## src/rtl/booth_pkg.sv

```systemverilog
// Shared constants and types for the Booth multiplier result path and its BCD converter.
package booth_pkg;

    localparam int unsigned ANCHO_PRODUCTO = 16;
    localparam int unsigned DIGITOS_BCD    = 5;
    localparam logic [3:0]  BCD_BLANK      = 4'hF;

    typedef enum logic [0:0] {IDLE, CONV} estado_bcd_t;

endpackage

```

## src/rtl/ajuste_bcd.sv

```systemverilog
// Combinational double-dabble correction: every BCD nibble >= 5 gets +3 before the shift.
module ajuste_bcd
    import booth_pkg::*;
#(
    parameter int unsigned DIGITOS = DIGITOS_BCD
) (
    input  logic [4*DIGITOS-1:0] entrada,
    output logic [4*DIGITOS-1:0] salida
);

    always_comb begin
        salida = entrada;
        for (int i = 0; i < int'(DIGITOS); i++) begin
            if (entrada[4*i +: 4] >= 4'd5) begin
                salida[4*i +: 4] = entrada[4*i +: 4] + 4'd3;
            end
        end
    end

endmodule

```

## src/rtl/bin_a_bcd.sv

```systemverilog
// Sequential signed binary to sign+BCD converter, one double-dabble shift per clock.
// Optional LEADING_ZERO_BLANK_EN replaces leading zero digits with the display blank code.
module bin_a_bcd
    import booth_pkg::*;
#(
    parameter int unsigned ANCHO_BIN = ANCHO_PRODUCTO,
    parameter int unsigned DIGITOS   = DIGITOS_BCD
) (
    input  logic                 CLK100MHZ,
    input  logic                 reset,
    input  logic                 valid,
    input  logic [ANCHO_BIN-1:0] Mult,
    output logic [4*DIGITOS:0]   codigo_BCD,
    output logic                 busy,
    output logic                 done
);

    localparam int unsigned CNT_W = $clog2(ANCHO_BIN + 1);
    localparam int unsigned BCD_W = 4 * DIGITOS;

    estado_bcd_t          state_q, state_d;
    logic                 sign_q, sign_d;
    logic [ANCHO_BIN-1:0] mag_q, mag_d;
    logic [BCD_W-1:0]     scratch_q, scratch_d;
    logic [CNT_W-1:0]     cnt_q, cnt_d;
    logic [BCD_W:0]       codigo_q, codigo_d;
    logic                 done_q, done_d;

    logic [BCD_W-1:0]     ajustado;
    logic [BCD_W-1:0]     desplazado;
    logic [BCD_W-1:0]     visible;

    ajuste_bcd #(
        .DIGITOS (DIGITOS)
    ) u_ajuste (
        .entrada (scratch_q),
        .salida  (ajustado)
    );

    // Next MSB of the magnitude shifts into the BCD scratch.
    assign desplazado = {ajustado[BCD_W-2:0], mag_q[ANCHO_BIN-1]};

`ifdef LEADING_ZERO_BLANK_EN
    logic ceros;

    // Units digit is never blanked, so the loop stops at digit 1.
    always_comb begin
        visible = desplazado;
        ceros   = 1'b1;
        for (int i = int'(DIGITOS) - 1; i >= 1; i--) begin
            if (ceros && (desplazado[4*i +: 4] == 4'd0)) begin
                visible[4*i +: 4] = BCD_BLANK;
            end else begin
                ceros = 1'b0;
            end
        end
    end
`else
    assign visible = desplazado;
`endif

    always_comb begin
        state_d   = state_q;
        sign_d    = sign_q;
        mag_d     = mag_q;
        scratch_d = scratch_q;
        cnt_d     = cnt_q;
        codigo_d  = codigo_q;
        done_d    = 1'b0;
        unique case (state_q)
            IDLE: begin
                if (valid) begin
                    sign_d    = Mult[ANCHO_BIN-1];
                    mag_d     = Mult[ANCHO_BIN-1] ? (~Mult + 1'b1) : Mult;
                    scratch_d = '0;
                    cnt_d     = '0;
                    state_d   = CONV;
                end
            end
            CONV: begin
                scratch_d = desplazado;
                mag_d     = {mag_q[ANCHO_BIN-2:0], 1'b0};
                cnt_d     = cnt_q + 1'b1;
                if (cnt_q == CNT_W'(ANCHO_BIN - 1)) begin
                    codigo_d = {sign_q, visible};
                    done_d   = 1'b1;
                    state_d  = IDLE;
                end
            end
            default: state_d = IDLE;
        endcase
    end

    always_ff @(posedge CLK100MHZ or negedge reset) begin
        if (!reset) begin
            state_q   <= IDLE;
            sign_q    <= 1'b0;
            mag_q     <= '0;
            scratch_q <= '0;
            cnt_q     <= '0;
            codigo_q  <= '0;
            done_q    <= 1'b0;
        end else begin
            state_q   <= state_d;
            sign_q    <= sign_d;
            mag_q     <= mag_d;
            scratch_q <= scratch_d;
            cnt_q     <= cnt_d;
            codigo_q  <= codigo_d;
            done_q    <= done_d;
        end
    end

    assign codigo_BCD = codigo_q;
    assign busy       = (state_q == CONV);
    assign done       = done_q;

endmodule

```

## config.mk

```make
export PLATFORM = sky130hd
export DESIGN_NAME = bin_a_bcd
export DESIGN_NICKNAME = d
export VERILOG_FILES = /design/src/rtl/booth_pkg.sv /design/src/rtl/ajuste_bcd.sv /design/src/rtl/bin_a_bcd.sv
export SDC_FILE = /design/constraint.sdc
export NUM_CORES = 1
export LEC_CHECK = 0
export CAP_MARGIN = 40
export CELL_PAD_IN_SITES_DETAIL_PLACEMENT = 0
export CELL_PAD_IN_SITES_GLOBAL_PLACEMENT = 2
export CORE_MARGIN = 1.5
export CORE_UTILIZATION = 35
export DETAILED_ROUTE_END_ITERATION = 8
export PLACE_DENSITY_LB_ADDON = 0.1
export SLEW_MARGIN = 30
export SYNTH_ARGS = -nofsm -noshare
export SYNTH_HDL_FRONTEND = slang
export SYNTH_SLANG_ARGS = --single-unit
```

## constraint.sdc

```tcl
create_clock -name CLK100MHZ -period 1.9 [get_ports CLK100MHZ]
set_input_delay 0.19 -clock CLK100MHZ [delete_from_list [all_inputs] [get_ports CLK100MHZ]]
set_output_delay 0.19 -clock CLK100MHZ [all_outputs]
set_load 0.005 [all_outputs]
```

==> results of run 1 <==
==> kinds of logic (layout without fill, tap and decap cells) <==
group	count (synthesis)	after routing	synth area share (%)
AND/OR/NAND/NOR	104	104	16.18
flip-flops	65	65	47.92
AO/OA/AOI/OAI	99	99	17.58
XOR/XNOR	17	17	4.386
multiplexers	17	17	5.382
buffers and inverters	34	102	3.760
adder cells (fa/ha/maj)	13	13	4.792
==> power groups by stage <==
stage | sequential, W | clock [W] | combinational, W
final | 0.00240 | 0.00102 | 0.00263
after global routing | 0.00249 | 0.00113 | 0.00303
after CTS | 0.00240 | 0.00106 | 0.00269
after detailed placement | 0.00243 | 0 | 0.00268
after global placement | 0.00242 | 0 | 0.00265
after floorplan | 0.00236 | 0 | 0.00173
==> critical path: stages (launching register included) <==
cell	delay [ns]
dfrtp_1	0.41
ha_1	0.23
and3_1	0.19
ha_1	0.18
nand2_1	0.24
inv_4	0.12
mux2_2	0.29
==> registers in the layout (all words and copies together), names as in the netlist <==
signal	flops
sign_q	1
codigo_BCD	21
scratch_q	20
busy	1
cnt_q	5
done	1
mag_q	16
==> per-stage QoR <==
stage	util, %	cells	cell area, um2
after global routing	46.01	546	4292
after global placement	44.13	530	4116
final	46.01	546	4292
after floorplan	-	349	3395
after CTS	45.98	546	4289
after detailed placement	44.13	530	4116
==> cell type report <==
cell class	instances	area, um2	share of cell area (%)
multi-input combinational	250	1640	38.22
sequential	65	1627	37.90
timing repair buffer	69	630.6	14.69
tap	129	161.4	3.761
clock buffer	12	145.1	3.382
inverter	18	70.07	1.633
clock inverter	3	17.52	0.4082
==> cells in the final DEF, fill, tap and decap left out, drive strengths merged, types with 3 or more instances in the layout <==
master,instances
a21o,10
a21oi,25
a22o,3
a31oi,4
and2,3
and3,15
buf,28
clkbuf,12
clkdlybuf4s50,40
dfrtp,65
ha,13
inv,18
mux2,10
mux2i,7
nand2,36
nand2b,7
nand3,5
nor2,12
nor2b,3
nor3,8
nor3b,6
nor4,4
o21ai,35
o22ai,8
o31ai,3
xnor2,13
xor2,4
==> path summary, 6_finish.rpt <==
kind	slack [ns]	endpoint	startpoint	cells after the start
max in group asynchronous	1.19	mag_q[6]	reset	3
min	0.41	codigo_BCD[16]	reset	3
min in group CLK100MHZ	0.47	mag_q[10]	mag_q[9]	2
max reg2reg	0.12	codigo_BCD[1]	cnt_q[0]	6
min reg2reg	0.47	mag_q[10]	mag_q[9]	2
max	0.12	codigo_BCD[1]	cnt_q[0]	6
==> timing repair <==
item	4_1_cts	5_1_grt
endpoints found under the setup margin	0	2
hold endpoints to repair	65	0
resized for setup	0	1
hold buffers	1	0
==> metal layers <==
layer	track usage [%]	up-vias	routed length, um
met5	0	-	0
met4	6.090	0	110
met3	2.830	9	184
met2	25.97	40	3516
met1	21.68	1290	3710
li1	-	1361	-
==> run metrics, run 1 <==
core area=9328 um2; layout cells sized above 1=around 14%; worst endpoint required time=2.12 ns; post-CTS setup buffers=0; status=finished clean; Hold Vio Cnt, Final=0; clock latency on the worst-skew pair=between 0.3 and 0.4 ns; IR drop worst, VDD=between 300 and 400 uV; Internal=~0.0039 W; CTS sink cnt=65; Final setup viols=0; overall power=a little over 0.006 W; Worst setup EP type=flip-flop; Worst setup SP type=flip-flop; number of port buffers=between 40 and 50; Core Rows=35; Hold Slack=just over 0.4 ns; TritonCTS clock tree=built; fin crit share=between 90% and 100%; Distinct cells, synth=41; DR iter-0 viols=roughly 120; # Max-Cap Violations=0; fin nets=445; Combinational Power Share=a little over two fifths; CTS buffer count=9; largest area contributor in the netlist=dfrtp_1; global-route wire length before repair=around 13 mm; Post-Syn Area=3395 um2; first-pass detailed-route iteration total=4; # IOs=42; vias per cell=between 4 and 5; fraction of registers with async set/reset=100.0%; GRT overflow=0; register area share after synthesis=between 40% and 50%; P per Cell Area=1410 nW/um2; NetSw=roughly 0.0021 W; H-tree depth=3; Peak Freq=between 500 and 600 MHz; Post-Syn Instances=approximately 350; initial antenna violation count=0; final wirelength=7.522 mm; register clock-pin slew on the reported worst setup and hold paths=around 0.070 ns; top cells by area, synth=dfrtp_1 (48%), o21ai_0 (5.2%), ha_1 (4.8%), nand2_1 (4.0%), a21oi_1 (3.7%); CP Class=flip-flop to flip-flop; synth warn=0; Yosys top cell area share=47.92%; Mean Syn Cell Area=9.726 um2; Clock power frac=between 10% and 20%; initial core utilization=between 30% and 40%; Seq cells post-synth=65; Final WS setup=0.1244 ns; RD Place Congestion=roughly 0.8; Final Slew Violations=0; CTS Buffer Depth=2; Flop pwr share=between 30% and 40%; DR vias=2,700; fin crit period=1.776 ns; RSZ-0062 raised after global routing=false; pre-CTS WS=-0.1559 ns; # fillers=around 930; vias in the first global route=2,639; Die ar.=just over 10,000 um2; Post-DRT Antenna Nets=0; Clock Skew=~0.010 ns; DRC=0; HP Class=input port to asynchronous set/reset pin; CTS root buf=clkbuf_8; Synth Net Count=between 300 and 400; drt wl/cell=13.78 um; Post-synth EDFFs=0; largest net degree at the start of global routing=between 60 and 70; most common cell in the netlist=dfrtp_1; Ant. Diodes=0; WP data arrival=1.99 ns; Sw Share=about a third; GRT Util Overall=approximately 16%; die height=roughly 100 um; Lkg Pwr=around 2 nW; Synth Flop Type=dfrtp_1; area growth from synthesis to layout=26.43%; Die Wd=101.5 um; hpwl dp=5.336 mm; crit-path max FO=8; Slew HR=between 60% and 70%; Synth top cells by count=dfrtp_1 (65), nand2_1 (36), o21ai_0 (35); slew at the pin with the worst max-slew slack=between 0.5 and 0.6 ns; Total Neg Setup Slack=0 ns
Note: power is estimated with default switching activity, not from simulation.
==> run 2: changes to the inputs <==
- ABC_AREA: default -> 1
- CORE_UTILIZATION: 35 -> 33
==> run 2 against run 1 <==
Compared with the run above: first-iteration DRC count decreased by 54%; total power decreased by 1.6%; combinational power decreased by 3%; cell count increased by 3.5%; critical path type is now flip-flop to output port; largest cell class is now registers; highest routed layer unchanged.
==> run metrics, run 2 <==
status=finished clean; die height=102.3 um (+0.83%); Sw Share=36.90% (+1.7 points); layout cells sized above 1=7.870% (-6.0 points); register clock-pin slew on the reported worst setup and hold paths=0.07 ns (about the same); worst endpoint required time=1.71 ns (-0.41 ns); IR drop worst, VDD=389.2 uV (-1.1%); Mean Syn Cell Area=8.590 um2 (-12%); Ant. Diodes=0 (unchanged); Peak Freq=585.7 MHz (+4.0%); hpwl dp=5.203 mm (-2.5%); Combinational Power Share=42.7% (-0.8 points); leading cell type in the layout, fill and taps excluded=nand2_1; Post-synth EDFFs=0 (unchanged); RSZ-0062 raised after global routing=false; Core Rows=36 (+2.9%); Final Slew Violations=0 (unchanged); register area share after synthesis=49.96% (+2.0 points); DR vias=2,666 (-1.3%); vias per cell=4.719 (-4.6%); commonest cells after routing, fill and taps aside=nand2_1 (89), dfrtp_1 (65), o21ai_0 (51); GRT Util Overall=15.17% (-0.93 points); GRT overflow=0 (unchanged); CP max-delay cell=clkdlybuf4s50_1; Die Wd=102.3 um (+0.83%); overall power=0.005953 W (-1.6%); vias in the first global route=2,514 (-4.7%); NetSw=0.002197 W (+3.3%); drt wl/cell=12.81 um (-7.0%); largest net degree at the start of global routing=66 (unchanged); max reg flops=21 (unchanged); clock latency on the worst-skew pair=0.34 ns (about the same); H-tree depth=3 (unchanged); largest area contributor in the netlist=dfrtp_1; Slew HR=73.82% (+12 points); HP Class=input port to asynchronous set/reset pin; TritonCTS clock tree=built; Post-DRT Antenna Nets=0 (unchanged); # IOs=42 (unchanged); Die ar.=10,470 um2 (+1.7%); Flop pwr share=39.7% (about the same); simple-gate area share of the yosys netlist=17.64% (+1.5 points); fin nets=459 (+3.1%); # Max-Cap Violations=0 (unchanged); initial core utilization=33.62% (-2.8 points); DR iter-0 viols=53 (-54%); crit-path max FO=11 (+3); CP Class=flip-flop to output port; fin crit period=1.707 ns (-0.06815 ns); RD Place Congestion=0.7926 (-2.8%); CTS buffer count=9 (unchanged); top cells by area, synth=dfrtp_1 (50%), nand2_1 (10%), o21ai_0 (7.8%), ha_1 (5.0%), inv_1 (4.7%); critical path, cell by cell=buf_4, clkdlybuf4s50_1; CTS sink cnt=65 (unchanged); synth warn=0 (unchanged); most common cell in the netlist=nand2_1; number of port buffers=41 (unchanged); post-CTS setup buffers=0 (unchanged); CTS root buf=clkbuf_8; Synth Area in Compound Gates=18.02% (+0.44 points); Post-Syn Instances=379 (+8.6%); Post-Syn Area=3256 um2 (-4.1%); Worst path max stage delay=0.52 ns (+0.11 ns); Synth Flop Type=dfrtp_1; Internal=0.003756 W (-4.2%); first-pass detailed-route iteration total=4 (unchanged); core area=9684 um2 (+3.8%); Seq cells post-synth=65 (unchanged); initial antenna violation count=0 (unchanged); mux share of post-synthesis cell area=0% (-5.4 points); WP data arrival=1.52 ns (-0.47 ns); Hold Vio Cnt, Final=0 (unchanged); Distinct cells, synth=28 (-32%); Yosys top cell area share=49.96% (+2.0 points); area growth from synthesis to layout=24.06%; XOR/XNOR Fraction of Synth Area=2.421% (-2.0 points); Worst setup EP type=output port; DRC=0 (unchanged); fraction of registers with async set/reset=100.0% (unchanged); fin crit share=89.86% (-3.6 points); Clock power frac=17.6% (+0.8 points); main combinational cell family by area after synthesis=compound AO/OA/AOI/OAI gates; Final setup viols=0 (unchanged); Total Neg Setup Slack=0 ns (unchanged); Synth Area in Adders=4.996% (+0.20 points); final wirelength=7.239 mm (-3.8%); CTS Buffer Depth=2 (unchanged); Synth Net Count=411 (+7.9%); Worst setup SP type=flip-flop; slew at the pin with the worst max-slew slack=0.3923 ns (-0.1833 ns); Clock Skew=0.01179 ns (+0.001460 ns); Lkg Pwr=1.914 nW (-2.9%); Synth top cells by count=nand2_1 (89), dfrtp_1 (65), o21ai_0 (51); P per Cell Area=1474 nW/um2 (+4.6%); global-route wire length before repair=12.19 mm (-5.5%)
## run 2: metrics by stage
| step | hold WS [ns] | utilization, % | instance area (um2) | worst slack [ns] | instances |
|---|---|---|---|---|---|
| after global routing | 0.4395 | 41.71 | 4039 | 0.1098 | 565 |
| after detailed placement | 0.2386 | 39.81 | 3855 | 0.2172 | 548 |
| after global placement | 0.2397 | 39.81 | 3855 | 0.2617 | 548 |
| final | 0.3744 | 41.71 | 4039 | 0.1926 | 565 |
| after floorplan | -0.1056 | - | 3256 | 0.4072 | 379 |
| after CTS | 0.4106 | 41.71 | 4039 | 0.1562 | 565 |
## run 2: cell families after synthesis
logic type                 after synthesis
adders and majority gates               13
DFF                                     65
and+or+nand+nor                        137
AOI/OAI and AO/OA                       99
buffers and inverters                   56
xor gates and xnor gates                 9
## run 2: worst paths after layout
| path | slack, ns | start | cells past startpoint | endpoint |
|---|---|---|---|---|
| setup / recovery | 0.19 | busy | 2 | busy |
| hold / removal | 0.37 | reset | 3 | scratch_q[2] |
| setup reg to reg | 0.36 | cnt_q[0] | 6 | codigo_BCD[9] |
| hold reg to reg | 0.48 | codigo_BCD[14] | 2 | codigo_BCD[14] |
| max in group asynchronous | 1.19 | reset | 3 | busy |
| min in group CLK100MHZ | 0.47 | Mult[0] | 3 | mag_q[0] |
## run 2: per-layer routing
| layer | vias up | GRT usage (%) | routed length [um] |
|---|---|---|---|
| li1 | 1365 | - | - |
| met1 | 1244 | 19.61 | 3469 |
| met2 | 48 | 25.01 | 3439 |
| met3 | 9 | 2.599 | 207 |
| met4 | 0 | 6.639 | 123 |
| met5 | - | 0 | 0 |
## run 2: area by class of cell
type	count	area, um2
fill	1000	5645
sequential	65	1627
multi-input combinational	258	1403
timing repair buffer	52	515.5
tap	133	166.4
clock buffer	13	158.9
inverter	41	153.9
clock inverter	3	15.01
## run 2: worst max-delay path: cells and delay by family (launching register included)
family                 cells  cell delay [ns]
flip-flops                 1             0.43
buffers and inverters      2             0.75
## run 2: power groups by stage
| stage | clock, W | combinational (W) | sequential, W |
|---|---|---|---|
| 6_report | 0.00105 | 0.00254 | 0.00236 |
| 5_1_grt | 0.00115 | 0.00294 | 0.00245 |
| 4_1_cts | 0.00108 | 0.00259 | 0.00237 |
| 3_5_place_dp | 0 | 0.00258 | 0.00238 |
| 3_3_place_gp | 0 | 0.00254 | 0.00238 |
| 2_1_floorplan | 0 | 0.00161 | 0.00233 |
## run 2: timing repair
item                      in CTS  in global routing
hold buffers                   1                  0
hold endpoints to repair      65                  0
resized for setup              0                  0
==> run 3: changes to the inputs <==
--- a/constraint.sdc
+++ b/constraint.sdc
@@ -3,2 +3,2 @@
 set_output_delay 0.19 -clock CLK100MHZ [all_outputs]
-set_load 0.005 [all_outputs]
+set_load 0.05 [all_outputs]
==> run 3 against run 2 <==
Compared with the run above: total power grew 12%; worst hold slack got worse by 0.11 ns; design area rose by 0.15%; sequential share of layout area fell by 0.062 points; combinational power grew 30%; core utilization up 0.065 points; clock power down 5%; fmax up 0.33%; critical path depth down 1; die area stayed put; global-route usage is 0.26 points lower; setup slack gained 0.0057 ns; critical path type unchanged; critical endpoint is now codigo_BCD[12]; largest cell class unchanged; largest power group unchanged; highest routed layer unchanged.
==> run metrics, run 3 (same netlist as run 2, synthesis figures left out) <==
status=finished clean; hpwl dp=5.234 mm (+0.60%); critical path, cell by cell=clkdlybuf4s50_1; Top delay family on crit path=buffers and inverters; WP data arrival=1.51 ns (about the same); clock latency on the worst-skew pair=0.34 ns (about the same); initial antenna violation count=0 (unchanged); number of port buffers=41 (unchanged); Slew HR=66.52% (-7.3 points); post-CTS setup buffers=0 (unchanged); Hold Vio Cnt, Final=0 (unchanged); register clock-pin slew on the reported worst setup and hold paths=0.07 ns (about the same); largest net degree at the start of global routing=41 (-38%); leading cell type in the layout, fill and taps excluded=nand2_1; CTS Buffer Depth=2 (unchanged); CP max-delay cell=clkdlybuf4s50_1; Total Neg Setup Slack=0 ns (unchanged); Lkg Pwr=1.916 nW (about the same); Final Slew Violations=0 (unchanged); IR drop worst, VDD=542.6 uV (+39%); Die ar.=10,470 um2 (unchanged); Clock Skew=0.01197 ns (+0.0001770 ns); die height=102.3 um (unchanged); Worst Setup SP=codigo_BCD[12]; Core Rows=36 (unchanged); Die Wd=102.3 um (unchanged); Reg-to-Reg Start=scratch_q[8]; overall power=0.006677 W (+12%); worst endpoint required time=1.71 ns (about the same); TritonCTS clock tree=built; RD Place Congestion=0.7315 (-7.7%); crit-path max FO=2 (-9); GRT Util Overall=14.92% (-0.26 points); Worst setup SP type=flip-flop; worst path bufs/invs=1 (-1); commonest cells after routing, fill and taps aside=nand2_1 (89), dfrtp_1 (65), o21ai_0 (51); vias in the first global route=2,493 (-0.84%); Post-CTS Hold Fix Bufs=1 (unchanged); Peak Freq=587.6 MHz (+0.33%); fin crit share=89.57% (-0.30 points); CTS sink cnt=65 (unchanged); final wirelength=7.230 mm (-0.12%); drt wl/cell=12.80 um (-0.12%); area growth from synthesis to layout=24.25%; DR iter-0 viols=47 (-11%); layout cells sized above 1=8.102% (+0.23 points); CTS buffer count=9 (unchanged); Worst path max stage delay=0.81 ns (+0.29 ns); initial core utilization=33.62% (unchanged); GRT overflow=0 (unchanged); core area=9684 um2 (unchanged); max reg flops=21 (unchanged); HP Class=input port to asynchronous set/reset pin; # IOs=42 (unchanged); Final setup viols=0 (unchanged); CTS root buf=clkbuf_8; P per Cell Area=1651 nW/um2 (+12%); slew at the pin with the worst max-slew slack=0.5006 ns (+0.1083 ns); # fillers=989 (-1.1%); DR vias=2,656 (-0.38%); vias per cell=4.701 (-0.38%); H-tree depth=3 (unchanged); CTS resizes=0 (unchanged); RSZ-0062 raised after global routing=false; DRC=0 (unchanged); fin nets=460 (+0.22%); Post-DRT Antenna Nets=0 (unchanged); Ant. Diodes=0 (unchanged); Worst setup EP type=output port; CP Class=flip-flop to output port; global-route wire length before repair=11.93 mm (-2.1%); fin crit period=1.702 ns (-0.005675 ns); first-pass detailed-route iteration total=4 (unchanged); Hold Slack=0.2595 ns (-0.1149 ns); # Max-Cap Violations=0 (unchanged)
-- run 3: changes by cell type in the layout (fill, tap and decap cells not counted), sizes merged --
cell	delta
clkinvlp	+1
buf	+2
clkdlybuf4s50	-1
clkbuf	-1
clkinv	-1
-- run 3: final timing paths --
kind	slack, ns	depth (start not counted)	end
min in group CLK100MHZ	0.48	3	mag_q[0]
min reg2reg	0.48	2	codigo_BCD[13]
max	0.20	1	codigo_BCD[12]
max reg2reg	0.32	6	scratch_q[9]
max in group asynchronous	1.11	3	cnt_q[0]
min	0.26	2	codigo_BCD[3]
-- run 3: per-layer routing --
metal | vias up | share of wire (%) | track usage, % | wire (um)
li1 | 1356 | - | - | -
met1 | 1239 | 47 | 19.23 | 3413
met2 | 52 | 48 | 24.81 | 3498
met3 | 9 | 2.8 | 2.257 | 204
met4 | 0 | 1.6 | 6.639 | 114
met5 | - | 0 | 0 | 0
-- run 3: worst register-to-register path, cell delays in order (launching register included) --
cell     delay (ns)
dfrtp_1        0.40
inv_1          0.10
ha_1           0.21
or2_1          0.25
nand2_1        0.14
xor2_1         0.24
o22ai_1        0.11
-- run 3: through the flow --
step / cell area [um2] / cells / worst slack (ns) / util, %
3_5_place_dp: 3872 / 549 / 0.2375 / 39.99
3_3_place_gp: 3872 / 549 / 0.2727 / 39.99
5_1_grt: 4045 / 565 / 0.1277 / 41.77
4_1_cts: 4045 / 565 / 0.1728 / 41.77
6_report: 4045 / 565 / 0.1983 / 41.77
2_1_floorplan: 3256 / 379 / 0.3987 / -
-- run 3: area by class of cell --
class	count	area [um2]	share of cell area (%)
Sequential cell	65	1627	40.21
Inverter	41	153.9	3.805
Clock inverter	3	17.52	0.4330
Tap cell	133	166.4	4.114
Multi-Input combinational cell	258	1403	34.67
Clock buffer	12	145.1	3.588
Timing Repair Buffer	53	533.0	13.18
-- run 3: power by group --
group / leakage, nW / internal (W) / switching (W) / total, W
clock: 0.0822 / 0.000498 / 0.000506 / 0.00100
sequential: 0.824 / 0.00201 / 0.000368 / 0.00237
combinational: 1.01 / 0.00122 / 0.00208 / 0.00330
